**src/rtl/prog_loader.sv**
```systemverilog
// prog_loader: boot-time writer for the core's program RAM.
// Takes a length-prefixed, checksummed byte stream, writes the payload from
// address 0 with a SETUP / STROBE / HOLD write cycle, and releases the core's
// reset only after a load whose checksum matches.
module prog_loader #(
  parameter int ADDR_W    = 5,
  parameter int DATA_W    = 8,
  parameter int DEPTH     = 32,
  parameter int WR_CYCLES = 2
) (
  input  logic              clk,
  input  logic              rst,
  input  logic              start,
  input  logic [DATA_W-1:0] in_data,
  input  logic              in_valid,
  output logic              in_ready,
  output logic [ADDR_W-1:0] mem_addr,
  output logic [DATA_W-1:0] mem_data,
  output logic              mem_data_oe,
  output logic              mem_wr,
  output logic              cpu_reset,
  output logic              busy,
  output logic              done,
  output logic              err,
  output logic [ADDR_W:0]   word_cnt,
  output logic [DATA_W-1:0] checksum
);

  typedef enum logic [3:0] {
    S_IDLE, S_LEN, S_DATA, S_SETUP, S_STROBE, S_HOLD, S_CHK, S_DONE, S_ERR
  } state_t;

  // Strobe counter only needs to reach WR_CYCLES-1.
  localparam int SW = (WR_CYCLES > 1) ? $clog2(WR_CYCLES) : 1;
  localparam logic [SW-1:0]     STB_LAST = SW'(WR_CYCLES - 1);
  localparam logic [DATA_W-1:0] DEPTH_B  = DATA_W'(DEPTH);
  localparam logic [ADDR_W:0]   ONE_W    = (ADDR_W + 1)'(1);

  state_t              state_reg, state_next;
  logic [SW-1:0]       stb_cnt_reg, stb_cnt_next;
  logic [ADDR_W:0]     len_reg, len_next;
  logic [ADDR_W:0]     word_cnt_reg, word_cnt_next;
  logic [DATA_W-1:0]   checksum_reg, checksum_next;
  logic [ADDR_W-1:0]   mem_addr_reg, mem_addr_next;
  logic [DATA_W-1:0]   mem_data_reg, mem_data_next;
  logic [ADDR_W:0]     word_cnt_inc;

  logic in_ready_reg, mem_data_oe_reg, mem_wr_reg;
  logic cpu_reset_reg, busy_reg, done_reg, err_reg;

  logic xfer;

  // A byte moves only when the registered ready meets the source's valid.
  assign xfer         = in_valid && in_ready_reg;
  assign word_cnt_inc = word_cnt_reg + ONE_W;

  // State register.
  always_ff @(posedge clk or posedge rst) begin
    if (rst) state_reg <= S_IDLE;
    else     state_reg <= state_next;
  end

  // Next-state and datapath update logic.
  always_comb begin
    state_next    = state_reg;
    stb_cnt_next  = stb_cnt_reg;
    len_next      = len_reg;
    word_cnt_next = word_cnt_reg;
    checksum_next = checksum_reg;
    mem_addr_next = mem_addr_reg;
    mem_data_next = mem_data_reg;
    case (state_reg)
      S_IDLE, S_DONE, S_ERR: begin
        if (start) begin
          state_next    = S_LEN;
          word_cnt_next = '0;
          checksum_next = '0;
        end
      end
      S_LEN: begin
        if (xfer) begin
          // Zero or oversize length is rejected before any RAM write.
          if ((in_data == '0) || (in_data > DEPTH_B)) begin
            state_next = S_ERR;
          end else begin
            len_next   = in_data[ADDR_W:0];
            state_next = S_DATA;
          end
        end
      end
      S_DATA: begin
        if (xfer) begin
          mem_data_next = in_data;
          mem_addr_next = word_cnt_reg[ADDR_W-1:0];
          checksum_next = checksum_reg + in_data;
          state_next    = S_SETUP;
        end
      end
      S_SETUP: begin
        stb_cnt_next = '0;
        state_next   = S_STROBE;
      end
      S_STROBE: begin
        if (stb_cnt_reg == STB_LAST) state_next = S_HOLD;
        else                         stb_cnt_next = stb_cnt_reg + 1'b1;
      end
      S_HOLD: begin
        word_cnt_next = word_cnt_inc;
        state_next    = (word_cnt_inc == len_reg) ? S_CHK : S_DATA;
      end
      S_CHK: begin
        if (xfer) state_next = (in_data == checksum_reg) ? S_DONE : S_ERR;
      end
      default: state_next = S_IDLE;
    endcase
  end

  // Datapath registers.
  always_ff @(posedge clk or posedge rst) begin
    if (rst) begin
      stb_cnt_reg  <= '0;
      len_reg      <= '0;
      word_cnt_reg <= '0;
      checksum_reg <= '0;
      mem_addr_reg <= '0;
      mem_data_reg <= '0;
    end else begin
      stb_cnt_reg  <= stb_cnt_next;
      len_reg      <= len_next;
      word_cnt_reg <= word_cnt_next;
      checksum_reg <= checksum_next;
      mem_addr_reg <= mem_addr_next;
      mem_data_reg <= mem_data_next;
    end
  end

  // Control outputs, registered from the upcoming state so each one is
  // valid for exactly the cycles spent in the corresponding state.
  always_ff @(posedge clk or posedge rst) begin
    if (rst) begin
      in_ready_reg    <= 1'b0;
      mem_data_oe_reg <= 1'b0;
      mem_wr_reg      <= 1'b0;
      cpu_reset_reg   <= 1'b1;
      busy_reg        <= 1'b0;
      done_reg        <= 1'b0;
      err_reg         <= 1'b0;
    end else begin
      in_ready_reg    <= (state_next == S_LEN) || (state_next == S_DATA) ||
                         (state_next == S_CHK);
      mem_data_oe_reg <= (state_next == S_SETUP) || (state_next == S_STROBE) ||
                         (state_next == S_HOLD);
      mem_wr_reg      <= (state_next == S_STROBE);
      cpu_reset_reg   <= (state_next != S_DONE);
      busy_reg        <= (state_next != S_IDLE) && (state_next != S_DONE) &&
                         (state_next != S_ERR);
      done_reg        <= (state_next == S_DONE);
      err_reg         <= (state_next == S_ERR);
    end
  end

  assign in_ready    = in_ready_reg;
  assign mem_addr    = mem_addr_reg;
  assign mem_data    = mem_data_reg;
  assign mem_data_oe = mem_data_oe_reg;
  assign mem_wr      = mem_wr_reg;
  assign cpu_reset   = cpu_reset_reg;
  assign busy        = busy_reg;
  assign done        = done_reg;
  assign err         = err_reg;
  assign word_cnt    = word_cnt_reg;
  assign checksum    = checksum_reg;

endmodule

```
**config.mk**
```make
export PLATFORM = sky130hd
export DESIGN_NAME = prog_loader
export DESIGN_NICKNAME = d
export VERILOG_FILES = /design/src/rtl/prog_loader.sv
export SDC_FILE = /design/constraint.sdc
export NUM_CORES = 1
export LEC_CHECK = 0
export ABC_AREA = 1
export CORE_ASPECT_RATIO = 0.5
export CORE_MARGIN = 10
export CORE_UTILIZATION = 50
export DETAILED_ROUTE_END_ITERATION = 10
export GPL_ROUTABILITY_DRIVEN = 0
export PLACE_DENSITY = 0.82
export SLEW_MARGIN = 25
export SYNTH_ARGS = -nofsm -noshare
export SYNTH_HDL_FRONTEND = slang
export SYNTH_SLANG_ARGS = --single-unit
```
**constraint.sdc**
```tcl
create_clock -name clk -period 2.2 [get_ports clk]
set_input_delay 0.44 -clock clk [delete_from_list [all_inputs] [get_ports clk]]
set_output_delay 0.44 -clock clk [all_outputs]
set_load 0.1 [all_outputs]
```
# Word-level counts from Yosys, hierarchy flattened
# Index checks and enable logic that the tools add are counted.
[op_classes]
reduce_logical = 19
n_addsub = 3
n_eq_ne = 22
n_lt_le_gt_ge = 1
n_mux = 16
n_bitwise = 1
[op_table]
columns = ["cell", "n"]
rows = [
  ["$eq A4 B3 Y1 const B", 8],
  ["$mux W4", 7],
  ["$pmux W4 S7", 1],
  ["$eq A4 B2 Y1 const B", 4],
  ["$mux W8", 2],
  ["$pmux W8 S2", 1],
  ["$pmux W6 S2", 1],
  ["$add A8 B8 Y8", 1],
  ["$eq A4 B1 Y1 const B", 2],
  ["$eq A4 B4 Y1 const B", 2],
  ["$eq A8 B8 Y1", 1],
  ["$gt A8 B6 Y1 const B", 1],
  ["$logic_not A8 Y1", 1],
  ["$add A6 B1 Y6 const B", 1],
  ["$eq A6 B6 Y1", 1],
  ["$mux W6", 1],
  ["$reduce_and A3 Y1", 2],
  ["$reduce_bool A2 Y1", 3],
  ["$logic_or A1 B1 Y1", 5],
  ["$logic_not A4 Y1", 1],
  ["$ne A2 B2 Y1 const B", 2],
  ["$ne A4 B3 Y1 const B", 1],
  ["$ne A4 B4 Y1 const B", 1],
  ["$reduce_and A2 Y1", 2],
  ["other kinds (8)", 10],
]
[word_totals]
word_cells = 76
out_inout_bits = 34
ff_bits = 45
in_bits = 12

# Depth between registers and ports, before layout
# Gate-level depths: netlist of the first run.
[logic_depth]
word_depth = 8
ltp_mapped = 13
mapped_depth_nobuf = 13

# Worst setup path after synthesis of the first run
# Ideal clock, no wire load.
[synth_timing]
path_kind = "register -> register"
from = "register checksum_reg[2] (netlist: checksum[2])"
to = "register busy_reg (netlist: busy)"
setup_time_ns = 0.120
setup_slack_ns = -0.053
path_stages_with_launch = 12
path_buffers = 0
t_required_ns = 2.080
synth_period_minus_slack_ns = 2.253
t_arrival_ns = 2.133
cell_sequence = "dfrtp_1 ha_1 nor2_1 nand2_1 nor2_1 nand2_1 nand2_1 nand2_1 nand3_1 nand2_1 a21oi_2 nor2_1"
[synth_between]
elab_chain_cells = 7
word_cells_on_any_way = 9
classes_between = "eq/ne (3); mux (3); reduce/logical (3)"
[synth_lines]
columns = ["element", "line", "source"]
rows = [
  ["from (decl)", "43", "logic [DATA_W-1:0] checksum_reg, checksum_next;"],
  ["from (signal assigned)", "131", "checksum_reg <= checksum_next;"],
  ["$eq A8 B8 Y1 (*)", "112", "if (xfer) state_next = (in_data == checksum_reg) ? S_DONE : S_ERR;"],
  ["$mux W4 (*) (2 in series)", "112", ""],
  ["$pmux W4 S7 (*)", "72", "case (state_reg)"],
  ["via state_next[1]", "39", "state_t state_reg, state_next;"],
  ["$ne A4 B3 Y1 / $reduce_bool A4 Y1 (equally long branches)", "155", "busy_reg <= (state_next != S_IDLE) && (state_next != S_DONE) &&"],
  ["$logic_and A1 B1 Y1", "155", ""],
  ["$logic_and A1 B1 Y1 (*)", "155", ""],
  ["to (signal assigned)", "155", ""],
  ["to (decl)", "49", "logic cpu_reset_reg, busy_reg, done_reg, err_reg;"],
]
# The timed path passes the listed nets; every way through them passes the cells marked *.
# A chain may end at the register's enable or synchronous reset.

# Worst setup path in the final report of the first run
[layout_timing]
from = "input port in_data[1]"
to = "register checksum_reg[6] (netlist: checksum[6])"
[layout_between]
elab_chain_cells = 3
[layout_lines]
columns = ["element", "line", "source"]
rows = [
  ["from (decl)", "14", "input logic [DATA_W-1:0] in_data,"],
  ["$add A8 B8 Y8", "95", "checksum_next = checksum_reg + in_data;"],
  ["$mux W8", "92", "if (xfer) begin"],
  ["$pmux W8 S2", "72", ""],
]
# Every way passes these cells. The select of a mux whose other input is x is not followed.

==> impl_metrics.ini, run 1 <==
[outcome]
status = finished clean

[global_route]
grt-ovfl-total = 0
grt_pass1_vias = 2231
grt_max_degree = 46
grt_pass1_wl_um = 10200
grt.total_usage_pct = 14.4
antenna_found_initial = 0

[synth]
synthCells = 319
synth_nets = 340
synth_seq_area_share_pct = 46.3
ys_ff_latch = 45
async_reset_ff_share_pct = 100
netlist_area_mm2 = 0.00243
synth_edf_count = 0
postSynthAreaPerCell_um2 = 7.62
yosys_warnings = 0
ys.flop_type = dfrtp_1
synthDistinctLibCells = 30

[sta]
fin_ws_ns = 0.165
timing.fmax_ghz = 0.491
rsz0062_at_grt = no
slew_violations = 0
min_period_ns = 2.04
relSlewSlack_pct = 76.0
period_share_pct = 92.5
finalSetupViolations = 0
fin_skew_ns = 0.00578
hold_violations = 0
worst_pin_slew_ns = 0.359

[routing]
viasPerCell = 5.11
first_iter_violations = 162
drt_pre_antenna_iters = 4
drc = 0
wl_per_cell_um = 13.5
wl_um = 6120
antenna_left = 0
dr_total_vias = 2314

[cells_and_area]
layout.cells.non_filler = 453
area.growth.synth_to_final_pct = 28.9
diodes = 0
final_layout_size_suffix_gt1_share_pct = 21.7
num-nets-final = 407
post-route-util_pct = 68.9
finalInstanceArea_mm2 = 0.00313
fill_cells = 389
final_cell_mix = nand2_1 (104), buf_4 (51), inv_1 (41)
final_common_cell = nand2_1

[critical_path]
cpMostUsedCell = nand2_1
crit_path_cell_trace = clkdlybuf4s50_1, buf_4, fa_1, nand3_1, nand2_1, nand2_1, nand2_1, nand2_1, nand2_1, a21oi_1, o21ai_0, nand2_1
worstSetupEndpointType = flip-flop
cpPeakStageDelay_ns = 0.47
start_kind = input pin
cp_max_fo = 3
worstSetupPathType = in2reg
crit_slowest_cell = clkdlybuf4s50_1
crit_arrival_ns = 2.27
crit_required_ns = 2.44

[clock_tree]
clk_latency_ns = 0.30
ctsHtreeMaxLevel = 2
post_cts_resize_count = 0
post-cts-setup-buffers = 0
cts_buffers = 5
clk_pin_slew_worst_paths_ns = 0.09
cts.hold.buffers_added = 0
tritoncts = done
cts_buffer_depth = 2
root_buffer = clkbuf_8
clkSinkCount = 45

[job]
maxCapViolations = 0

[place]
dp_slack_ns = -0.152
dp_cells = 445
post-dp-hpwl_um = 4820
numPortBuffers = 45
postPlaceCellArea_mm2 = 0.00302

[floorplanning]
die-width_um = 119
core.rowCount = 17
ios = 46
die_h_um = 69.3
core_mm2 = 0.00455
die-area_mm2 = 0.00822
start_util_pct = 53.4

[power]
p_leak_nw = 1.67
irDropWorstVdd_mv = 0.753
p_per_area_mw_per_mm2 = 1380

[worst_hold_path]
min_path_type = in2async
==> layout make-up <==
class,instances,area (um^2),share of cell area [%]
clock buffer,6,72.6,2.32
clock inverter,2,38.8,1.24
inverter,45,171,5.47
multi-input combinational,226,1120,35.7
sequential,45,1140,36.3
tap,66,82.6,2.63
timing repair buffer,63,513,16.4
==> worst max-delay path, delay by kind of cell <==
family	cells	cell delay [ns]
adder cells (fa/ha/maj)	1	0.44
AND/OR/NAND/NOR	7	0.50
AO/OA/AOI/OAI	2	0.25
buffers and inverters	2	0.64
==> Yosys cell counts (all sizes together), types with 2 or more instances <==
| library cell | instances | area (um^2) |
|---|---|---|
| nand2 | 108 | 420 |
| o31ai | 2 | 15.0 |
| nand3 | 25 | 130 |
| o21ai | 28 | 140 |
| buf | 3 | 15.0 |
| nor2 | 30 | 135 |
| or2 | 2 | 12.5 |
| o22ai | 3 | 18.8 |
| a21oi | 7 | 38.8 |
| inv | 45 | 171 |
| ha | 8 | 100 |
| a32oi | 2 | 17.5 |
| nand4 | 5 | 31.3 |
| dfrtp | 44 | 1100 |
==> per-stage QoR <==
step,hold WS (ns),total power (W),setup TNS [ns]
2_1_floorplan,0.443,0.00312,0
3_3_place_gp,0.457,0.00364,-0.128
3_5_place_dp,0.464,0.00371,-0.641
4_1_cts,0.484,0.00435,0
5_1_grt,0.510,0.00458,0
6_report,0.479,0.00433,0
==> kinds of logic (layout without fill, tap and decap cells) <==
group | count (synthesis) | after routing | synth area share [%]
adders and majority gates | 9 | 9 | 4.94
AOI/OAI and AO/OA | 45 | 45 | 10.5
DFF | 45 | 45 | 46.3
buffers and inverters | 48 | 116 | 7.66
and+or+nand+nor | 171 | 171 | 30.2
xor gates and xnor gates | 1 | 1 | 0.360
==> metal layers <==
layer  GRT usage, %  up-vias  wire (um)
met5              0        -          0
met4           4.66        0         77
met3           3.89       10        348
met2           23.1       57       2890
met1           18.4     1096       2800
li1               -     1151          -
==> final timing paths <==
kind,from,endpoint,slack (ns),depth (start not counted)
min in group clk,stb_cnt_reg$_DFFE_PP0P_,stb_cnt_reg$_DFFE_PP0P_,0.48,2
worst min-delay path,rst,word_cnt[2]$_DFFE_PP0P_,0.48,3
worst max register to register,checksum[0]$_DFFE_PP0P_,checksum[6]$_DFFE_PP0P_,0.35,11
max in group asynchronous,rst,cpu_reset$_DFF_PP1_,1.45,3
worst min register to register,stb_cnt_reg$_DFFE_PP0P_,stb_cnt_reg$_DFFE_PP0P_,0.48,2
worst max-delay path,in_data[1],checksum[6]$_DFFE_PP0P_,0.16,12
==> power by group <==
group	switching (W)	internal (W)
clock network	0.000294	0.000341
logic	0.00186	0.000582
registers	0.000178	0.00107
total	0.00233	0.00199
Power figures use the tool's default switching activity.
==> inputs of run 2 (changes only) <==
CORE_ASPECT_RATIO = 0.7   (was 0.5)
CORE_UTILIZATION = 47   (was 50)
PLACE_DENSITY = 0.81   (was 0.82)
clock period = 1.8 ns   (was 2.2 ns; I/O delays follow)
==> run 2 against run 1 <==
  * The flow now finishes with violations (setup timing)
  * Combinational power is 69% higher
  * Clock power hardly changed
  * Flip-flop and latch count stayed put
  * Hold slack worse by 0.15 ns
  * Total power is 49% higher
  * Final area is 28% higher
  * Die area is 3.3% higher
  * Critical path type is now reg2reg
  * Critical endpoint is now busy$_DFF_PP0_
  * Largest power group unchanged
==> impl_metrics.ini, run 2 (synthesized netlist as in run 1, its figures left out) <==
[floorplanning]
ios = 46
core_mm2 = 0.00489
start_util_pct = 49.8
die_h_um = 80.2
die-area_mm2 = 0.00850
core.rowCount = 21
die-width_um = 106

[sta]
period_share_pct = 105
hold_violations = 0
rsz0062_at_grt = yes
fin_ws_ns = -0.0940
worst_pin_slew_ns = 0.517
fin_skew_ns = 0.0122
slew_violations = 0
relSlewSlack_pct = 65.3
timing.fmax_ghz = 0.528
setup_tns_ns = -0.209
min_period_ns = 1.89
finalSetupViolations = 6

[clock_tree]
root_buffer = clkbuf_8
clkSinkCount = 45
cts_buffers = 5
clk_pin_slew_worst_paths_ns = 0.09
ctsHtreeMaxLevel = 2
clk_latency_ns = 0.30
tritoncts = done
cts_buffer_depth = 2

[global_route]
grt_pass1_vias = 2671
grt-ovfl-total = 0
grt.total_usage_pct = 17.9
grtUsageMet2_pct = 31.6
grtUsageMet3_pct = 5.90
grt_max_degree = 17
antenna_found_initial = 1
grt_pass1_wl_um = 12500
grt-busiest-layer = met2
use_met1_pct = 20.2

[critical_path]
cpPeakStageDelay_ns = 0.50
ff2ff_setup_slack_ns = -0.09
critPathTopFamily = simple AND/OR/NAND/NOR gates
crit_slowest_cell = dfrtp_4
worstSetupPathType = reg2reg
crit_required_ns = 1.98
crit_arrival_ns = 2.08
path_buf_inv = 0
cp_max_fo = 5
worstSetupEndpointType = flip-flop
cpMostUsedCell = nand2_2
start_kind = flip-flop
crit_path_cell_trace = ha_4, nor2_2, nand2_2, nor2_4, nand2_1, nand2_1, nand2_2, nand2_2, nor2_4, nand2_4, nor2_2, nor2_1

[routing]
antenna_left = 0
viasPerCell = 5.74
drc = 0
dr_total_vias = 2767
first_iter_violations = 314
drt_pre_antenna_iters = 5
wl_um = 9100
wl_per_cell_um = 18.9

[outcome]
violations = setup timing
status = finished with violations

[job]
maxCapViolations = 0

[cells_and_area]
final_layout_size_suffix_gt1_share_pct = 39.3
area.growth.synth_to_final_pct = 65.3
final_cell_mix = nand2_1 (90), buf_4 (41), inv_1 (40)
finalInstanceArea_mm2 = 0.00402
layout.cells.non_filler = 482
num-nets-final = 432
final_common_cell = nand2_1
post-route-util_pct = 82.3

[worst_hold_path]
min_path_type = in2async

[place]
postPlaceCellArea_mm2 = 0.00369
dp_cells = 462
post-dp-hpwl_um = 5880
dp_slack_ns = -0.455
numPortBuffers = 45

[power]
p_leak_nw = 1.90
irDropWorstVdd_mv = 1.44
p_per_area_mw_per_mm2 = 1600
run 2: path summary, 6_finish.rpt:
path / start / to / cells after the start
max: checksum[4]$_DFFE_PP0P_ / busy$_DFF_PP0_ / 12
min: rst / mem_data_oe$_DFF_PP0_ / 2
max reg2reg: checksum[4]$_DFFE_PP0P_ / busy$_DFF_PP0_ / 12
min reg2reg: stb_cnt_reg$_DFFE_PP0P_ / stb_cnt_reg$_DFFE_PP0P_ / 2
max in group asynchronous: rst / word_cnt[1]$_DFFE_PP0P_ / 4
min in group clk: stb_cnt_reg$_DFFE_PP0P_ / stb_cnt_reg$_DFFE_PP0P_ / 2
run 2: worst register-to-register path, delay by kind of cell (launching register included):
kind,cells,cell delay [ns]
and+or+nand+nor,11,0.96
adders and majority gates,1,0.31
DFF,1,0.50
run 2: metrics by stage:
stage                     total power, W  hold WS [ns]
after CTS                        0.00605         0.345
after global placement           0.00517         0.462
after global routing             0.00667         0.378
final                            0.00644         0.325
after detailed placement         0.00530         0.471
after floorplan                  0.00387         0.443
run 2: timing repair:
item                                    CTS  global route
resized for setup                        17            43
pin swaps                                 3            22
hold buffers                              0             0
gates cloned                              0             0
endpoints found under the setup margin    8             9
buffers inserted                          6             5
run 2: power by group:
part	switching, W	internal, W
sequential	0.000335	0.00133
clock	0.000356	0.000277
combinational	0.00270	0.00144
run 2: area by class of cell:
| class | count | area, um^2 |
|---|---|---|
| Antenna cell | 1 | 2.50 |
| Clock buffer | 8 | 80.1 |
| Fill cell | 259 | 867 |
| Inverter | 45 | 171 |
| Multi-Input combinational cell | 226 | 1380 |
| Sequential cell | 45 | 1170 |
| Tap cell | 69 | 86.3 |
| Timing Repair Buffer | 88 | 1130 |
run 2: routing by layer:
metal	up-vias	part of all wire, %	wire length (um)
met5	-	0	0
met2	207	49	4440
li1	1201	-	-
met1	1320	38	3440
met4	0	3.4	308
met3	39	10	908
==> inputs of run 3 (changes only) <==
ABC_CLOCK_PERIOD_IN_PS = 1800   (was not set)
==> results of run 3 <==
Final layout, timing and power as in run 2 (identical DEF).
